[config.mk]
export PLATFORM = sky130hd
export DESIGN_NAME = cla_seq_adder
export DESIGN_NICKNAME = d
export VERILOG_FILES = /design/src/rtl/cla_seq_adder_pkg.sv /design/src/rtl/cla_seq_adder_cla.sv /design/src/rtl/cla_seq_adder.sv
export SDC_FILE = /design/constraint.sdc
export NUM_CORES = 1
export LEC_CHECK = 0
export BUFFER_PORTS_ARGS = -buffer_cell sky130_fd_sc_hd__buf_2
export CELL_PAD_IN_SITES_DETAIL_PLACEMENT = 0
export CELL_PAD_IN_SITES_GLOBAL_PLACEMENT = 1
export CORE_MARGIN = 3
export CORE_UTILIZATION = 37
export CTS_CLUSTER_SIZE = 12
export DETAILED_ROUTE_END_ITERATION = 8
export PLACE_DENSITY_LB_ADDON = 0.1
export SYNTH_ARGS = -nofsm -noshare
export SYNTH_HDL_FRONTEND = slang
export SYNTH_HIERARCHICAL = 1
export SYNTH_SLANG_ARGS = --single-unit
[constraint.sdc]
create_clock -name clk -period 1.95 [get_ports clk]
set_clock_uncertainty 0.1 [all_clocks]
set_input_delay 0.39 -clock clk [delete_from_list [all_inputs] [get_ports clk]]
set_output_delay 0.39 -clock clk [all_outputs]
set_load 0.1 [all_outputs]
[src/rtl/cla_seq_adder_pkg.sv]
// Shared types and constants for the nibble-serial carry-lookahead adder.
package cla_pkg;

  // Controller states: wait for operands, step the slice, hold the result.
  typedef enum logic [1:0] {
    IDLE = 2'd0,
    RUN  = 2'd1,
    DONE = 2'd2
  } state_t;

  // Width of the one shared carry-lookahead slice.
  localparam int SLICE_W = 4;

endpackage

[src/rtl/cla_seq_adder_cla.sv]
// 4-bit carry-lookahead slice: every carry is built directly from the
// generate/propagate terms and cin, with no ripple between bit positions.
module cla
  import cla_pkg::*;
(
  input  logic [SLICE_W-1:0] a,
  input  logic [SLICE_W-1:0] b,
  input  logic               cin,
  output logic [SLICE_W-1:0] s,
  output logic               cout
);

  logic [SLICE_W-1:0] g_s;
  logic [SLICE_W-1:0] p_s;
  logic [SLICE_W:0]   c_s;

  assign g_s = a & b;
  assign p_s = a ^ b;

  assign c_s[0] = cin;
  assign c_s[1] = g_s[0] | (p_s[0] & cin);
  assign c_s[2] = g_s[1] | (p_s[1] & g_s[0]) | (p_s[1] & p_s[0] & cin);
  assign c_s[3] = g_s[2] | (p_s[2] & g_s[1]) | (p_s[2] & p_s[1] & g_s[0])
                | (p_s[2] & p_s[1] & p_s[0] & cin);
  assign c_s[4] = g_s[3] | (p_s[3] & g_s[2]) | (p_s[3] & p_s[2] & g_s[1])
                | (p_s[3] & p_s[2] & p_s[1] & g_s[0])
                | (p_s[3] & p_s[2] & p_s[1] & p_s[0] & cin);

  assign s    = p_s ^ c_s[SLICE_W-1:0];
  assign cout = c_s[SLICE_W];

endmodule

[src/rtl/cla_seq_adder.sv]
// Multi-precision add/subtract: one 4-bit CLA slice is reused once per
// nibble, LSB nibble first, with the carry held in a register between steps.
module cla_seq_adder
  import cla_pkg::*;
#(
  parameter int WIDTH = 16
) (
  input  logic             clk,
  input  logic             rst_n,
  input  logic             in_valid,
  output logic             in_ready,
  input  logic [WIDTH-1:0] a,
  input  logic [WIDTH-1:0] b,
  input  logic             sub,
  output logic             out_valid,
  input  logic             out_ready,
  output logic [WIDTH-1:0] sum,
  output logic             cout,
  output logic             ovf
);

  localparam int NIB   = WIDTH / SLICE_W;
  localparam int IDX_W = (NIB > 1) ? $clog2(NIB) : 1;

  generate
    if (((WIDTH % SLICE_W) != 0) || (WIDTH < SLICE_W)) begin : g_width_chk
      $error("cla_seq_adder: WIDTH must be a multiple of 4 and at least 4");
    end
  endgenerate

  state_t             state_r;
  logic [WIDTH-1:0]   opa_r;
  logic [WIDTH-1:0]   opb_r;
  logic               carry_r;
  logic [IDX_W-1:0]   idx_r;
  logic               sub_r;
  logic               a_msb_r;
  logic               b_msb_r;
  logic [WIDTH-1:0]   sum_r;
  logic               cout_r;
  logic               ovf_r;
  logic               in_ready_r;
  logic               out_valid_r;

  logic [SLICE_W-1:0] slice_sum_s;
  logic               slice_cout_s;
  logic [WIDTH-1:0]   sum_next_s;
  logic               last_s;
  logic               bp_msb_s;

  cla u_cla (
    .a    (opa_r[SLICE_W-1:0]),
    .b    (opb_r[SLICE_W-1:0]),
    .cin  (carry_r),
    .s    (slice_sum_s),
    .cout (slice_cout_s)
  );

  // New nibble enters at the top so the LSB nibble lands at bit 0 after NIB steps.
  assign sum_next_s = (sum_r >> SLICE_W) | (WIDTH'(slice_sum_s) << (WIDTH - SLICE_W));
  assign last_s     = (idx_r == IDX_W'(NIB - 1));
  // Sign of the effective B operand: raw B sign, flipped when subtracting.
  assign bp_msb_s   = b_msb_r ^ sub_r;

  // Controller FSM: operand capture, per-nibble stepping and result hold.
  always_ff @(posedge clk or negedge rst_n) begin
    if (!rst_n) begin
      state_r     <= IDLE;
      opa_r       <= '0;
      opb_r       <= '0;
      carry_r     <= 1'b0;
      idx_r       <= '0;
      sub_r       <= 1'b0;
      a_msb_r     <= 1'b0;
      b_msb_r     <= 1'b0;
      sum_r       <= '0;
      cout_r      <= 1'b0;
      ovf_r       <= 1'b0;
      in_ready_r  <= 1'b1;
      out_valid_r <= 1'b0;
    end else begin
      case (state_r)
        IDLE: begin
          if (in_valid && in_ready_r) begin
            opa_r      <= a;
            opb_r      <= sub ? ~b : b;
            carry_r    <= sub;
            idx_r      <= '0;
            sub_r      <= sub;
            a_msb_r    <= a[WIDTH-1];
            b_msb_r    <= b[WIDTH-1];
            in_ready_r <= 1'b0;
            state_r    <= RUN;
          end
        end
        RUN: begin
          sum_r   <= sum_next_s;
          opa_r   <= opa_r >> SLICE_W;
          opb_r   <= opb_r >> SLICE_W;
          carry_r <= slice_cout_s;
          idx_r   <= idx_r + IDX_W'(1);
          if (last_s) begin
            cout_r      <= slice_cout_s;
            ovf_r       <= (a_msb_r == bp_msb_s) && (slice_sum_s[SLICE_W-1] != a_msb_r);
            out_valid_r <= 1'b1;
            state_r     <= DONE;
          end
        end
        DONE: begin
          if (out_ready) begin
            out_valid_r <= 1'b0;
            in_ready_r  <= 1'b1;
            state_r     <= IDLE;
          end
        end
        default: begin
          out_valid_r <= 1'b0;
          in_ready_r  <= 1'b1;
          state_r     <= IDLE;
        end
      endcase
    end
  end

  assign in_ready  = in_ready_r;
  assign out_valid = out_valid_r;
  assign sum       = sum_r;
  assign cout      = cout_r;
  assign ovf       = ovf_r;

endmodule

# --- Yosys cells after proc, flatten, opt, wreduce, memory -nomap -nowiden ---
# Cells that the tools add are included.
totals:
  regBits: 60
  input_bits: 37
  out_inout_bits: 20
  word_cells: 85
classes:
  add_sub_neg: 1
  eq_ne: 8
  n_mux: 19
  bitwise: 34
  reduce_logical: 10
ops:
  columns: ["operator", "n"]
  rows:
  - ["$pmux 16 s2", 2]
  - ["$mux 16", 3]
  - ["$and 1x1->1", 16]
  - ["$not 16->16", 1]
  - ["$or 12x16->16", 1]
  - ["$or 1x1->1", 10]
  - ["$reduce_and 3->1", 3]
  - ["$mux 2", 4]
  - ["$xor 4x4->4", 2]
  - ["$ne 2x2->1 const B", 3]
  - ["$pmux 1 s3", 2]
  - ["$pmux 2 s3", 1]
  - ["$reduce_and 2->1", 3]
  - ["$mux 1", 5]
  - ["$and 4x4->4", 1]
  - ["$eq 2x2->1 const B", 2]
  - ["$pmux 2 s2", 1]
  - ["$add 2x1->2 const B", 1]
  - ["$eq 2x1->1 const B", 1]
  - ["$logic_and 1x1->1", 2]
  - ["$logic_not 2->1", 1]
  - ["$not 1->1", 2]
  - ["$pmux 1 s2", 1]
  - ["$reduce_bool 2->1", 1]
  - ["3 further kinds", 3]

# --- Logic depth before layout (Yosys ltp) ---
logic_depth:
  ltp_word: 8
  ltp_mapped: 7
  mapped_depth_nobuf: 7

# --- Cells and area by module ---
# Netlist, hierarchy kept.
by_module_without_submodules:
  columns: ["mod", "n_inst", "cells_per_inst", "area_each_um2", "seq_area_each_um2"]
  rows:
  - ["cla_seq_adder", 1, 272, 2633.8, 1502.7]
  - ["cla", 1, 17, 147.6, 0.0]

# --- Worst setup path before layout ---
# Ideal clock, no wire load.
synth_path:
  kind: "reg2reg"
  startpoint: "register opa_r[0]"
  endpoint: "register ovf_r (netlist: ovf)"
  setup_ps: 126
  arrival_ps: 1656
  t_required_ps: 1724
  setup_slack_ps: 68
  stages_incl_launch_ff: 8
  n_path_buf: 0
  synth_period_minus_slack_ps: 1882
  cell_sequence: "dfrtp_1 -> ha_1 -> a21o_1 -> a31o_1 -> xor2_1 -> nand2b_1 -> mux2i_1 -> mux2_2"
synth_between:
  elab_chain_cells: 7
  elab_cells_between_ends: 10
  cone_classes: "eq/ne: 1; bitwise: 8; reduce/logical: 1"
synth_rtl:
  columns: ["element", "line", "source"]
  rows:
  - ["from (decl)", "cla_seq_adder.sv:32", "logic [WIDTH-1:0] opa_r;"]
  - ["from (signal assigned)", "cla_seq_adder.sv:98", "opa_r <= opa_r >> SLICE_W;"]
  - ["$and 4x4->4 or $xor 4x4->4 (tied branches)", "cla_seq_adder_cla.sv:17, cla_seq_adder_cla.sv:18", null]
  - ["$and 1x1->1 (on tied branches)", "cla_seq_adder_cla.sv:23, cla_seq_adder_cla.sv:24", null]
  - ["$or 1x1->1 or $and 1x1->1 (tied branches)", "cla_seq_adder_cla.sv:23, cla_seq_adder_cla.sv:24", null]
  - ["$or 1x1->1 *", "cla_seq_adder_cla.sv:24", "| (p_s[2] & p_s[1] & p_s[0] & cin);"]
  - ["$xor 4x4->4 *", "cla_seq_adder_cla.sv:29", "assign s = p_s ^ c_s[SLICE_W-1:0];"]
  - ["net slice_sum_s[3]", "cla_seq_adder.sv:45", "logic [SLICE_W-1:0] slice_sum_s;"]
  - ["$ne 1x1->1 *", "cla_seq_adder.sv:104", "ovf_r <= (a_msb_r == bp_msb_s) && (slice_sum_s[SLICE_W-1] != a_msb_r);"]
  - ["$logic_and 1x1->1 *", "cla_seq_adder.sv:104", null]
  - ["to (signal assigned)", "cla_seq_adder.sv:104", null]
  - ["to (decl)", "cla_seq_adder.sv:41", "logic ovf_r;"]
# Mark *: on every way through the listed nets, which the timed path passes. The rest lies on a longest branch.
# A chain may end at the register's enable or synchronous reset.

# --- Worst setup path in the final report ---
layout_path:
  startpoint: "register opb_r[2]"
  endpoint: "register ovf_r (netlist: ovf)"
layout_between:
  elab_chain_cells: 8
  elab_cells_between_ends: 13
  cone_classes: "eq/ne: 1; bitwise: 11; reduce/logical: 1"
layout_rtl:
  columns: ["element", "line", "source"]
  rows:
  - ["from (decl)", "cla_seq_adder.sv:33", "logic [WIDTH-1:0] opb_r;"]
  - ["from (signal assigned)", "cla_seq_adder.sv:86", "opb_r <= sub ? ~b : b;"]
  - ["from (signal assigned)", "cla_seq_adder.sv:99", "opb_r <= opb_r >> SLICE_W;"]
  - ["$xor 4x4->4", "cla_seq_adder_cla.sv:18", "assign p_s = a ^ b;"]
  - ["$and 1x1->1 (on tied branches)", "cla_seq_adder_cla.sv:23, cla_seq_adder_cla.sv:24", null]
  - ["$or 1x1->1, or another cell as far along", "cla_seq_adder_cla.sv:23", "assign c_s[3] = g_s[2] | (p_s[2] & g_s[1]) | (p_s[2] & p_s[1] & g_s[0])"]
  - ["$or 1x1->1 or $and 1x1->1 (tied branches)", "cla_seq_adder_cla.sv:23, cla_seq_adder_cla.sv:24", null]
  - ["$or 1x1->1 *", "cla_seq_adder_cla.sv:24", null]
  - ["$xor 4x4->4 *", "cla_seq_adder_cla.sv:29", null]
  - ["net slice_sum_s[3]", "cla_seq_adder.sv:45", null]
  - ["$ne 1x1->1 *", "cla_seq_adder.sv:104", null]
  - ["$logic_and 1x1->1 *", "cla_seq_adder.sv:104", null]
# Marked as above.

==> out/metrics.csv <==
stage,metric,value,unit
run_status,result of the run,completed,
sta,top achievable clock speed,525.7,MHz
floorplan,Die Y,92.70,um
sta,worst setup margin,47.71,ps
sta,number of max-slew violations in the final report,0,
worst_setup_path,largest fanout on the critical path,3,
global_routing,number of global-route vias before repair,1934,
clock_tree,cts bufs inserted,9,
synth,async set-or-reset flop fraction in the synthesized netlist,100.0,%
synth,Post-Synthesis Cell Area,2781,um^2
synth,yosys warns,6,
global_routing,total congestion overflow,0,
synth,share of the synthesized area in the top cell type,53.08,%
global_routing,overall track demand over capacity in global routing,14.12,%
synth,register area share after synthesis,54.03,%
drt,overall via count from detail_route,2104,
synth,predominant post-synthesis flop cell,dfrtp_1,
drt,router iterations before antenna repair,4,
place,total of buffers placed on input and output ports,56,
floorplan,number of standard-cell rows in the floorplan,30,
run,maxcap violations,0,
sta,transition time at the pin with the least slew margin,492.6,ps
floorplan,starting utilization of the core area,39.41,%
cells_and_area,nets@finish,392,
pwr,Power Density,1801,nW/um^2
drt,post-route ant nets,0,
drt,number of design-rule violations left by the first detailed-router iteration,101,
drt,Vias per Instance,4.676,
global_routing,busiest metal layer after global routing,met2,
sta,post-layout minimum cycle time,1902,ps
pwr,largest voltage drop on the vdd net,0.4549,mV
clock_tree,CTS Root Cell,clkbuf_8,
cells_and_area,proportion of layout cells with a drive suffix above 1,26.55,%
pwr,leakage power summed over all cells,1.781,nW
hold_path,min-delay worst type,in -> reg,
place,final RePlAce weighted congestion,0.7359,
synth,synthesized net count,332,
clock_tree,Clock Pin Slew Worst Setup and Hold Paths,70,ps
cells_and_area,number of antenna diodes,0,
floorplan,I/O pins,57,
global_routing,initial antenna violation count,0,
clock_tree,Clock H-tree levels,3,
synth,Synth cell types,31,
sta,count of final setup violators,0,
floorplan,total core area,7057,um^2
floorplan,width of the die,92.70,um
place,dpl ws,-76.69,ps
worst_setup_path,required arrival time at the worst endpoint,2060,ps
worst_setup_path,startpoint type of the worst setup path,flip-flop,
synth,synthesized instance count,289,
drt,WL per Instance,13.09,um
worst_setup_path,critical path data arrival time,2010,ps
synth,number of enable-type register cells in the synthesized netlist,0,
place,HPWL reported at the end of detailed placement,3955,um
clock_tree,clock net sink count,60,
cells_and_area,Area Overhead vs Synth,24.74,%
worst_setup_path,kind of critical path,reg -> reg,
global_routing,first-pass GRT wire length,9453,um
synth,mean instance size in the synthesized netlist,9.624,um^2
sta,RSZ-0062 raised after global routing,true,
sta,final-layout worst hold slack,146.5,ps
sta,Worst slew margin,67.39,%
clock_tree,number of buffers between clock root and the deepest sink,2,
clock_tree,clock insertion delay at the later pin of the skew report,330,ps
floorplan,Die ar.,8593,um^2
global_routing,maximum number of pins on one net before global-route repair,45,
global_routing,GR Util met3,3.493,%
global_routing,met2 demand-to-capacity share in global routing,20.73,%
sta,final hold violations,0,
synth,post-synthesis cell type with the largest combined area,dfrtp_1,
synth,Synth Register Bits,60,
pwr,overall power of the completed layout,6.249,mW
clock_tree,TritonCTS clock tree,built,
global_routing,global routing met1 resource utilization,19.58,%
drt,drt drc,0,
synth,cell types with the largest area share after synthesis,"dfrtp_1 (53%), nand2_1 (12%), xnor2_1 (6.0%)",
sta,post-route clock period utilization,97.55,%
drt,total wire length after detailed routing,5890,um
worst_setup_path,capturing element type of the critical path,flip-flop,
-- Yosys cell counts, types with 2 or more instances --
cell	count
buf_6	3
nand2b_1	4
dfrtp_1	59
nand3_1	9
ha_1	5
inv_1	4
o21ai_1	4
mux2_2	2
a31oi_1	12
o21ai_0	3
nor2_1	26
xnor2_1	19
nand2_1	90
buf_2	8
a21o_1	4
a21oi_1	3
clkbuf_1	8
a221o_1	13
-- cell families (layout without fill, tap and decap cells) --
logic type	Yosys count	in the layout	synth area share, %
and+or+nand+nor	135	135	20.11
xor gates and xnor gates	20	20	6.298
AOI/OAI and AO/OA	41	41	10.89
buffers and inverters	24	89	4.543
DFF	60	60	54.03
adders and majority gates	6	6	2.969
muxes	3	3	1.170
-- worst paths after layout --
path	start	to	slack [ps]	depth (start not counted)
max in group asynchronous	rst_n	opa_r[1]	750	3
max	opb_r[2]	ovf	50	7
min reg2reg	sum[3]	sum[3]	370	2
min in group asynchronous	rst_n	out_valid	420	2
min	a[14]	opa_r[14]	150	3
max reg2reg	opb_r[2]	ovf	50	7
-- cells in the final DEF (no fill, tap or decap), types with 4 or more instances in the layout --
master,netlist,routed
clkbuf_8,0,12
a21o_1,4,4
nand3_1,9,9
o21ai_1,4,4
a31oi_1,12,12
dfrtp_1,59,59
nor2_1,26,26
nand2_1,90,90
buf_2,8,56
inv_1,4,4
a221o_1,13,13
buf_4,1,10
ha_1,5,5
xnor2_1,19,19
-- power by group --
group	leakage (nW)	internal [mW]	switching, mW
registers	0.763	1.73	0.309
logic	0.902	0.898	2.02
clock network	0.116	0.825	0.463
total	1.78	3.46	2.79
-- final cells by class --
type	instances	area [um^2]
inverter	4	15.01
fill	717	3587
timing repair buffer	69	405.4
clock buffer	13	168.9
multi-input combinational	205	1190
sequential	60	1503
clock inverter	3	67.56
tap	96	120.1
-- metrics by stage --
stage / setup TNS, ps / utilization [%] / cell area (um^2) / std cells
2_1_floorplan: 0 / - / 2781 / 289
4_1_cts: 0 / 48.88 / 3450 / 450
6_report: 0 / 49.17 / 3470 / 450
3_3_place_gp: -5.498 / 45.18 / 3188 / 432
5_1_grt: -34.46 / 49.17 / 3470 / 450
3_5_place_dp: -76.69 / 45.18 / 3188 / 432
-- sequential cells by signal (all words and copies together) (netlist names) --
| name | count |
|---|---|
| opa_r | 16 |
| opb_r | 16 |
| sum | 16 |
| idx_r | 2 |
| state_r | 2 |
| a_msb_r | 1 |
| b_msb_r | 1 |
| carry_r | 1 |
| cout | 1 |
| in_ready | 1 |
| out_valid | 1 |
| ovf | 1 |
| sub_r | 1 |
-- critical path, stage by stage, from the launching register on --
cell and delay, ps:
dfrtp_1 380, ha_1 310, a21o_1 180, a31o_4 230, xor2_4 150, nand2b_1 120
mux2i_1 60, mux2_2 260
-- repair_timing --
action	CTS	global route
gates cloned	0	0
setup buffers	1	0
hold buffers	1	0
endpoints found under the hold margin	15	0
resized for setup	1	2
endpoints found under the setup margin	1	1
pin swaps	3	3
-- metal layers --
metal  share of wire (%)  wire, um  vias to the layer above
met1                  50      2923                      972
met3                 5.1       298                        8
met4                 1.6        93                        0
met5                   0         0                        -
li1                    -         -                     1072
met2                  44      2575                       52
(Power assumes the default switching activity.)
